===== src/rtl/uart_cmd_dispatch.sv =====
// ---------------------------------------------------------------------------
// uart_cmd_dispatch
//
// Decodes command frames received by the UART core and drives the AES
// encryption core. Holds the AES key and plaintext registers, pulses the AES
// load request, captures the ciphertext, and builds fixed-width response
// frames for the UART transmit path.
//
// Frame layout: byte0 = command, byte FRAME_BYTES-1 = check byte (must equal
// the command), bytes 16..1 = 128-bit payload.
//
// Ports:
//   clk         system clock
//   reset       synchronous, active-high reset
//   rx_frame    received frame, byte0 in bits [7:0]
//   rx_valid    one-cycle strobe marking a new complete frame
//   aes_done    AES core done (level)
//   aes_result  AES ciphertext, valid while aes_done is high
//   aes_key     key register driven to the AES core
//   aes_text    plaintext register driven to the AES core
//   aes_ld      AES load request, held for LD_CYCLES cycles
//   tx_data     response frame to the UART transmitter
//   tx_send     one-cycle transmit trigger
//   tx_busy     UART transmitter busy
//   busy        high whenever the FSM is not idle
//   err_count   saturating count of rejected frames
// ---------------------------------------------------------------------------
module uart_cmd_dispatch #(
  parameter int           FRAME_BYTES = 18,
  parameter int           LD_CYCLES   = 2,
  parameter int           AES_TIMEOUT = 1024,
  parameter logic [127:0] KEY_INIT    = 128'h0,
  parameter logic [127:0] TEXT_INIT   = 128'h0
) (
  input  logic                     clk,
  input  logic                     reset,
  input  logic [8*FRAME_BYTES-1:0] rx_frame,
  input  logic                     rx_valid,
  input  logic                     aes_done,
  input  logic [127:0]             aes_result,
  output logic [127:0]             aes_key,
  output logic [127:0]             aes_text,
  output logic                     aes_ld,
  output logic [8*FRAME_BYTES-1:0] tx_data,
  output logic                     tx_send,
  input  logic                     tx_busy,
  output logic                     busy,
  output logic [7:0]               err_count
);

  localparam int FW     = 8 * FRAME_BYTES;
  localparam int LD_W   = $clog2(LD_CYCLES + 1);
  localparam int WAIT_W = $clog2(AES_TIMEOUT + 1);

  localparam logic [7:0] CMD_NUM    = 8'h41;  // 'A'
  localparam logic [7:0] CMD_KEY    = 8'h43;  // 'C'
  localparam logic [7:0] CMD_TEXT   = 8'h44;  // 'D'
  localparam logic [7:0] CMD_ENC    = 8'h45;  // 'E'
  localparam logic [7:0] CMD_RESULT = 8'h40;  // '@'
  localparam logic [7:0] CMD_RDKEY  = 8'h61;  // 'a'
  localparam logic [7:0] CMD_RDTEXT = 8'h62;  // 'b'

  // Response strings are right-aligned: last character lands in byte0 and the
  // unused upper bytes are zero.
  localparam logic [FW-1:0] RSP_NUM     = FW'("123456789012345678");
  localparam logic [FW-1:0] RSP_KEY     = FW'("key updated");
  localparam logic [FW-1:0] RSP_TEXT    = FW'("plaintext updated");
  localparam logic [FW-1:0] RSP_ERR_FRM = FW'("ERR frame");
  localparam logic [FW-1:0] RSP_ERR_CMD = FW'("ERR cmd");
  localparam logic [FW-1:0] RSP_ERR_TMO = FW'("ERR timeout");

  typedef enum logic [2:0] {
    IDLE,
    DECODE,
    AES_LD,
    AES_WAIT,
    TX_WAIT,
    TX_PULSE
  } state_t;

  state_t              state, state_next;
  logic [FW-1:0]       frame_reg, frame_next;
  logic [FW-1:0]       response, resp_next;
  logic [FW-1:0]       tx_data_next;
  logic [127:0]        result_reg, result_next;
  logic [127:0]        key_next, text_next;
  logic [LD_W-1:0]     ld_cnt, ld_cnt_next;
  logic [WAIT_W-1:0]   wait_cnt, wait_cnt_next;
  logic [7:0]          err_next;
  logic [8:0]          err_sum;
  logic                drop_err, fsm_err;
  logic [7:0]          cmd, chk;
  logic [127:0]        payload;

  assign cmd     = frame_reg[7:0];
  assign chk     = frame_reg[FW-1 -: 8];
  assign payload = frame_reg[135:8];

  // Next-state and datapath logic. Every register's next value defaults to
  // its current value so each state only spells out what it changes. A frame
  // arriving while the FSM is busy is dropped and counted as an error; it can
  // coincide with a decode error, so the error counter may step by two.
  always_comb begin
    state_next    = state;
    frame_next    = frame_reg;
    key_next      = aes_key;
    text_next     = aes_text;
    result_next   = result_reg;
    resp_next     = response;
    tx_data_next  = tx_data;
    ld_cnt_next   = ld_cnt;
    wait_cnt_next = wait_cnt;
    fsm_err       = 1'b0;
    aes_ld        = 1'b0;
    tx_send       = 1'b0;
    busy          = (state != IDLE);
    drop_err      = rx_valid && (state != IDLE);

    case (state)
      IDLE: begin
        if (rx_valid) begin
          frame_next = rx_frame;
          state_next = DECODE;
        end
      end

      DECODE: begin
        state_next = TX_WAIT;
        if (chk != cmd) begin
          resp_next = RSP_ERR_FRM;
          fsm_err   = 1'b1;
        end else begin
          case (cmd)
            CMD_NUM:    resp_next = RSP_NUM;
            CMD_KEY: begin
              key_next  = payload;
              resp_next = RSP_KEY;
            end
            CMD_TEXT: begin
              text_next = payload;
              resp_next = RSP_TEXT;
            end
            CMD_ENC: begin
              ld_cnt_next = '0;
              state_next  = AES_LD;
            end
            CMD_RESULT: resp_next = FW'(result_reg);
            CMD_RDKEY:  resp_next = FW'(aes_key);
            CMD_RDTEXT: resp_next = FW'(aes_text);
            default: begin
              resp_next = RSP_ERR_CMD;
              fsm_err   = 1'b1;
            end
          endcase
        end
      end

      // Load is stretched so a half-rate AES clock is guaranteed to see it.
      AES_LD: begin
        aes_ld = 1'b1;
        if (ld_cnt == LD_W'(LD_CYCLES - 1)) begin
          wait_cnt_next = '0;
          state_next    = AES_WAIT;
        end else begin
          ld_cnt_next = ld_cnt + LD_W'(1);
        end
      end

      // aes_done still high from a previous run is accepted as done.
      AES_WAIT: begin
        if (wait_cnt == WAIT_W'(AES_TIMEOUT)) begin
          resp_next  = RSP_ERR_TMO;
          fsm_err    = 1'b1;
          state_next = TX_WAIT;
        end else if (aes_done) begin
          result_next = aes_result;
          resp_next   = FW'(aes_result);
          state_next  = TX_WAIT;
        end else begin
          wait_cnt_next = wait_cnt + WAIT_W'(1);
        end
      end

      TX_WAIT: begin
        if (!tx_busy) begin
          tx_data_next = response;
          state_next   = TX_PULSE;
        end
      end

      TX_PULSE: begin
        tx_send    = 1'b1;
        state_next = IDLE;
      end

      default: state_next = IDLE;
    endcase

    err_sum  = {1'b0, err_count} + {8'd0, drop_err} + {8'd0, fsm_err};
    err_next = err_sum[8] ? 8'hFF : err_sum[7:0];
  end

  // State and datapath registers. Reset wins in every state, which abandons
  // any in-flight AES wait or pending transmit.
  always_ff @(posedge clk) begin
    if (reset) begin
      state      <= IDLE;
      frame_reg  <= '0;
      aes_key    <= KEY_INIT;
      aes_text   <= TEXT_INIT;
      result_reg <= '0;
      response   <= '0;
      tx_data    <= '0;
      ld_cnt     <= '0;
      wait_cnt   <= '0;
      err_count  <= '0;
    end else begin
      state      <= state_next;
      frame_reg  <= frame_next;
      aes_key    <= key_next;
      aes_text   <= text_next;
      result_reg <= result_next;
      response   <= resp_next;
      tx_data    <= tx_data_next;
      ld_cnt     <= ld_cnt_next;
      wait_cnt   <= wait_cnt_next;
      err_count  <= err_next;
    end
  end

endmodule


===== config.mk =====
export PLATFORM = sky130hd
export DESIGN_NAME = uart_cmd_dispatch
export DESIGN_NICKNAME = d
export VERILOG_FILES = /design/src/rtl/uart_cmd_dispatch.sv
export SDC_FILE = /design/constraint.sdc
export NUM_CORES = 2
export LEC_CHECK = 0
export ABC_CLOCK_PERIOD_IN_PS = 6050
export CAP_MARGIN = 20
export CORE_MARGIN = 5
export CORE_UTILIZATION = 30
export DETAILED_ROUTE_END_ITERATION = 10
export GPL_TIMING_DRIVEN = 0
export PLACE_DENSITY = 0.57
export REMOVE_ABC_BUFFERS = 1
export SLEW_MARGIN = 30
export SYNTH_ARGS = -nofsm -noshare
export SYNTH_HDL_FRONTEND = slang
export SYNTH_SLANG_ARGS = --single-unit

===== constraint.sdc =====
create_clock -name clk -period 6.05 [get_ports clk]
set_input_delay 0.9075 -clock clk [delete_from_list [all_inputs] [get_ports clk]]
set_output_delay 0.9075 -clock clk [all_outputs]
set_load 0.02 [all_outputs]

---- Word-level counts from Yosys, hierarchy flattened ----
Cells that the tools add are included.
storage, ports and cells
  output and inout port bits .............. 411
  flip-flop bits (word level) ............. 840
  input bits .............................. 277
  word-level logic and storage cells ...... 86
cells by class
  bitwise logic cells ..................... 3
  reduce and logical (&&, ||, !) cells .... 16
  eq/ne operators ......................... 25
  $add $sub $neg .......................... 4
  muxes and demuxes ....................... 28
operators with widths
  cell                     number
  $pmux W144 S7            1
  $mux W144                3
  $pmux W144 S2            1
  $eq A8 B7 Y1 const B     7
  $mux W11                 3
  $pmux W11 S2             1
  $mux W3                  7
  $ne A2 B2 Y1 const B     8
  $pmux W3 S5              1
  $reduce_and A3 Y1        4
  $reduce_and A4 Y1        3
  $add A11 B1 Y11 const B  1
  $eq A11 B11 Y1 const B   1
  $add A8 B1 Y9            1
  $add A9 B1 Y9            1
  $mux W8                  1
  $ne A8 B8 Y1             1
  $reduce_or A7 Y1         1
  $eq A3 B2 Y1 const B     2
  $eq A3 B3 Y1 const B     2
  $mux W2                  3
  $ne A3 B3 Y1 const B     2
  $reduce_bool A2 Y1       3
  $mux W1                  5
  10 further kinds         13

---- Depth between registers and ports, before layout ----
  depth in word-level cells ............... 7
  depth in mapped cells ................... 12
  depth with buffers taken out ............ 10

---- Worst setup path before layout ----
Ideal clock, no wire load.
  kind .................................... register -> register
  from .................................... reg frame_reg[3]
  to ...................................... reg err_count[7]
  setup time .............................. 0.128 ns
  cell stages (with the launch flop) ...... 11
  path buffers ............................ 2
  path slack .............................. 2.841 ns
  period minus slack after synthesis ...... 3.209 ns
  arrival ................................. 3.082 ns
  required time ........................... 5.922 ns
  cells stage by stage .................... dfxtp_1 or4b_1 buf_2 clkbuf_1 a2111oi_0 nor3b_1 fa_1 ha_1 or4b_2 o21ai_0 nor2_1
between the ends
  longest elaborated chain between the ends .. 7
  elaborated cells on any way between the ends .. 14
  classes of those cells .................. add/sub: 1; eq/ne: 8; mux: 4; reduce/logical: 1
RTL lines
  element                     RTL line  source
  start: declaration          82        logic [FW-1:0] frame_reg, frame_next;
  start signal: assignment    219       frame_reg <= frame_next;
  $eq A8 B7 Y1                133       case (cmd)
  $reduce_or A7 Y1 (no line)  -
  $mux W1                     133
  $mux W1 (*)                 129       if (chk != cmd) begin
  $pmux W1 S2 (*)             119       case (state)
  $add A9 B1 Y9 (*)           199       err_sum = {1'b0, err_count} + {8'd0, drop_err} + {8'd0, fsm_err};
  $mux W8 (*)                 200       err_next = err_sum[8] ? 8'hFF : err_sum[7:0];
  end signal: assignment      227       err_count <= err_next;
  end: declaration            48        output logic [7:0] err_count
Every way passes the cells marked *; elsewhere a longest branch is shown, timed or not.
A chain may end at the register's enable or synchronous reset.

---- Final worst setup path ----
  from .................................... reg frame_reg[5]
  to ...................................... reg err_count[7]
Same word-level chain as after synthesis.

==> out/qor.txt <==
Status -> completed
Delay-heaviest family, CP -> simple AND/OR/NAND/NOR gates
Postcts setup bufs -> 0
Worst path cell trace -> buf_12 > buf_12 > xnor2_1 > and4_1 > nand2_2 > a2111oi_0 > nor3b_1 > fa_1 > ha_1 > or4b_2 > o21ai_0 > nor2_1
Antenna violations before repair -> 20
CP Class -> register to register
Crit-path max cell delay -> 0.70 ns
Cts repair resizes -> 0
1st-pass router iterations -> 6
Lkg Pwr -> 14.9 nW
Post-DR wirelength/cell -> 23.4 um
Unrepaired setup endpoints after global routing -> no
GRT Resource Usage Total -> 24.1%
DIE AREA -> 118000 um2
CP startpoint kind -> register
Placed inst area -> 43100 um2
Worst path arrival time -> 5.43 ns
Clock power share -> 44.1%
Internal -> 9.55 mW
Rel. slew slack -> 31.4%
CTS tree -> yes
Overflow after GRT -> 0
Routability-driven placement congestion ratio -> 0.784
Port buffer count -> 678
# fillers -> 11200
Max cap viols -> 0
Yosys cell types -> 70
Period minus WS final -> 4.87 ns
Max-slew violations -> 0
Core Region -> 111000 um2
Die Y-Extent -> 343 um
Worst-skew pair later-pin latency -> 0.68 ns
Pwr Total -> 13.1 mW
DR vias/cell -> 5.27
H-tree depth -> 3
Period utilization -> 80.6%
Final Instance Area -> 46200 um2
Fin. Hold Viols -> 0
Routed wire length -> 149000 um
Mapped Area -> 33400 um2
NumNets Final -> 5081
Slowest cell on the critical path -> a2111oi_0
CTS Buf Count -> 95
FFs w/ async S/R, synth -> 0%
First-pass GRT wire length -> 216000 um
Worst-margin pin slew -> 1.02 ns
Maximum vdd ir drop -> 0.000192 V
Comb pwr share -> 12.2%
CTS hold repair buffers -> 0
FMAX -> 205 MHz
Final Skew -> 0.0344 ns
Switching share of power -> 27.1%
Setup crit end kind -> register
Critical path fanouts, max -> 40
Worst path most repeated cell -> buf_12
Yosys warns -> 0
Post-synthesis sequential area ratio -> 48.8%
Primary FF master, synth -> dfxtp_1
Vias in the first global route -> 31700
Mapped Avg Cell Area -> 7.83 um2
Crit path buf inv count -> 2
Area growth syn-to-layout -> 38.6%
DRC viols -> 0
Register bit count reported by yosys -> 814
Largest register FFs -> 144
Share of layout cells above drive strength 1 -> 8.60%
Sink Count -> 814
Min-delay worst type -> register to register
Final setup violation count -> 0
Row count -> 122
Post-synth EDFFs -> 0
Number of DRC markers in iteration 0 -> 2429
Vias -> 33500
Max Root-Sink Buffers -> 3
Die width -> 343 um
Pwr Density -> 283 nW/um2
Psw -> 3.54 mW
Cell count after synthesis -> 4261
Sequential power share -> 43.7%
Pin count of the biggest net entering global routing -> 107
Root Driver -> clkbuf_16
Io pins -> 688
Routed Antenna Nets -> 0
Crit path required time -> 6.61 ns
Starting density of the core -> 30.2%
Clock Pin Slew Worst Setup and Hold Paths -> 0.06 ns
Post-DP HPWL -> 105000 um
## power groups by stage
stage	Sequential [mW]	Clock, mW	Combinational (mW)
floorplan	5.82	0	0.604
global placement	5.87	0	1.46
detailed placement	5.84	0	1.59
CTS	5.72	5.89	1.59
global route	5.75	6.11	1.69
finish	5.73	5.78	1.59
## cell usage after synthesis, types with 5 or more instances
| library cell | n | area share (%) |
|---|---|---|
| a32oi_1 | 27 | 0.71 |
| o22ai_1 | 20 | 0.38 |
| o32ai_1 | 6 | 0.16 |
| xor2_1 | 12 | 0.32 |
| a211o_1 | 12 | 0.32 |
| nor3b_1 | 11 | 0.25 |
| nor2b_1 | 15 | 0.28 |
| a221o_1 | 9 | 0.27 |
| nor2_1 | 43 | 0.48 |
| nand2b_1 | 13 | 0.24 |
| nand3_1 | 36 | 0.54 |
| and3_1 | 18 | 0.34 |
| a32o_1 | 7 | 0.21 |
| dfxtp_1 | 814 | 49 |
| a21oi_1 | 773 | 12 |
| inv_1 | 11 | 0.12 |
| buf_2 | 58 | 0.87 |
| o21ai_0 | 121 | 1.8 |
| buf_1 | 9 | 0.10 |
| or3_1 | 5 | 0.094 |
| nor4_1 | 11 | 0.21 |
| a311oi_1 | 82 | 2.2 |
| a211oi_1 | 41 | 0.92 |
| buf_6 | 13 | 0.44 |
| buf_4 | 15 | 0.34 |
| nand4_1 | 10 | 0.19 |
| a21o_1 | 9 | 0.20 |
| clkbuf_1 | 309 | 3.5 |
| o211ai_1 | 23 | 0.52 |
| o31ai_1 | 5 | 0.11 |
| or3b_2 | 11 | 0.29 |
| xnor2_1 | 11 | 0.29 |
| o2bb2ai_1 | 19 | 0.50 |
| a21oi_2 | 41 | 1.1 |
| a22o_1 | 56 | 1.5 |
| nor3_1 | 15 | 0.23 |
| nand2_1 | 1422 | 16 |
| a22oi_1 | 79 | 1.8 |
| a31oi_1 | 8 | 0.15 |
## worst register-to-register path, stage by stage, from the launching register on
cell	delay [ns]
dfxtp_4	0.66
buf_12	0.29
buf_12	0.29
xnor2_1	0.21
and4_1	0.32
nand2_2	0.46
a2111oi_0	0.71
nor3b_1	0.23
fa_1	0.48
ha_1	0.29
or4b_2	0.68
o21ai_0	0.09
nor2_1	0.05
## metrics by stage
stage / TNS [ns] / setup WS, ns / hold WS (ns) / util [%] / std cells
floorplan: -458.70 / -2.29 / 0.422 / - / 3865
global route: 0 / 1.07 / 0.456 / 41.8 / 6364
finish: 0 / 1.18 / 0.430 / 41.8 / 6370
CTS: 0 / 1.24 / 0.434 / 41.8 / 6359
global placement: - / -32.46 / 0.437 / 36.5 / 6031
detailed placement: 0 / 1.27 / 0.441 / 39.0 / 6190
## logic make-up after synthesis
| family | after synthesis | synth area share [%] |
|---|---|---|
| adders and majority gates | 5 | 0.210 |
| buffers and inverters | 417 | 5.37 |
| xor gates and xnor gates | 23 | 0.604 |
| other | 1 | 0.0112 |
| muxes | 1 | 0.0300 |
| DFF | 814 | 48.8 |
| AOI/OAI and AO/OA | 1361 | 25.0 |
| and+or+nand+nor | 1639 | 19.9 |
## layout make-up
cell class                 instances  area, um2  area share [%]
clock inverter                    27        290           0.628
timing repair buffer             837       9380            20.3
clock buffer                     142       2830            6.11
sequential                       814      16300            35.3
tap                             1488       1860            4.03
antenna                           11       27.5          0.0595
inverter                          13       56.3           0.122
multi-input combinational       3038      15500            33.5
## placed cells by master, fill, tap and decap left out, types with 40 or more instances in the layout
master	count
clkdlybuf4s50_1	676
a22oi_1	79
a21oi_1	773
nand2_1	1419
a21oi_2	40
a22o_1	56
buf_4	53
a311oi_1	82
o21ai_0	121
dfxtp_1	810
clkbuf_16	97
a211oi_1	41
buf_16	45
## layer usage
layer	track usage (%)	share of wire (%)
met1	31.2	42
met2	40.2	47
met3	5.77	8.0
met4	6.53	2.7
met5	0	0.070
## final timing paths
path | slack (ns) | end | startpoint | depth (start not counted)
min | 0.43 | tx_data[87] | response[87] | 2
max | 1.18 | err_count[7] | frame_reg[5] | 12
max reg2reg | 1.18 | err_count[7] | frame_reg[5] | 12
min reg2reg | 0.43 | tx_data[87] | response[87] | 2
(Power assumes the default switching activity.)
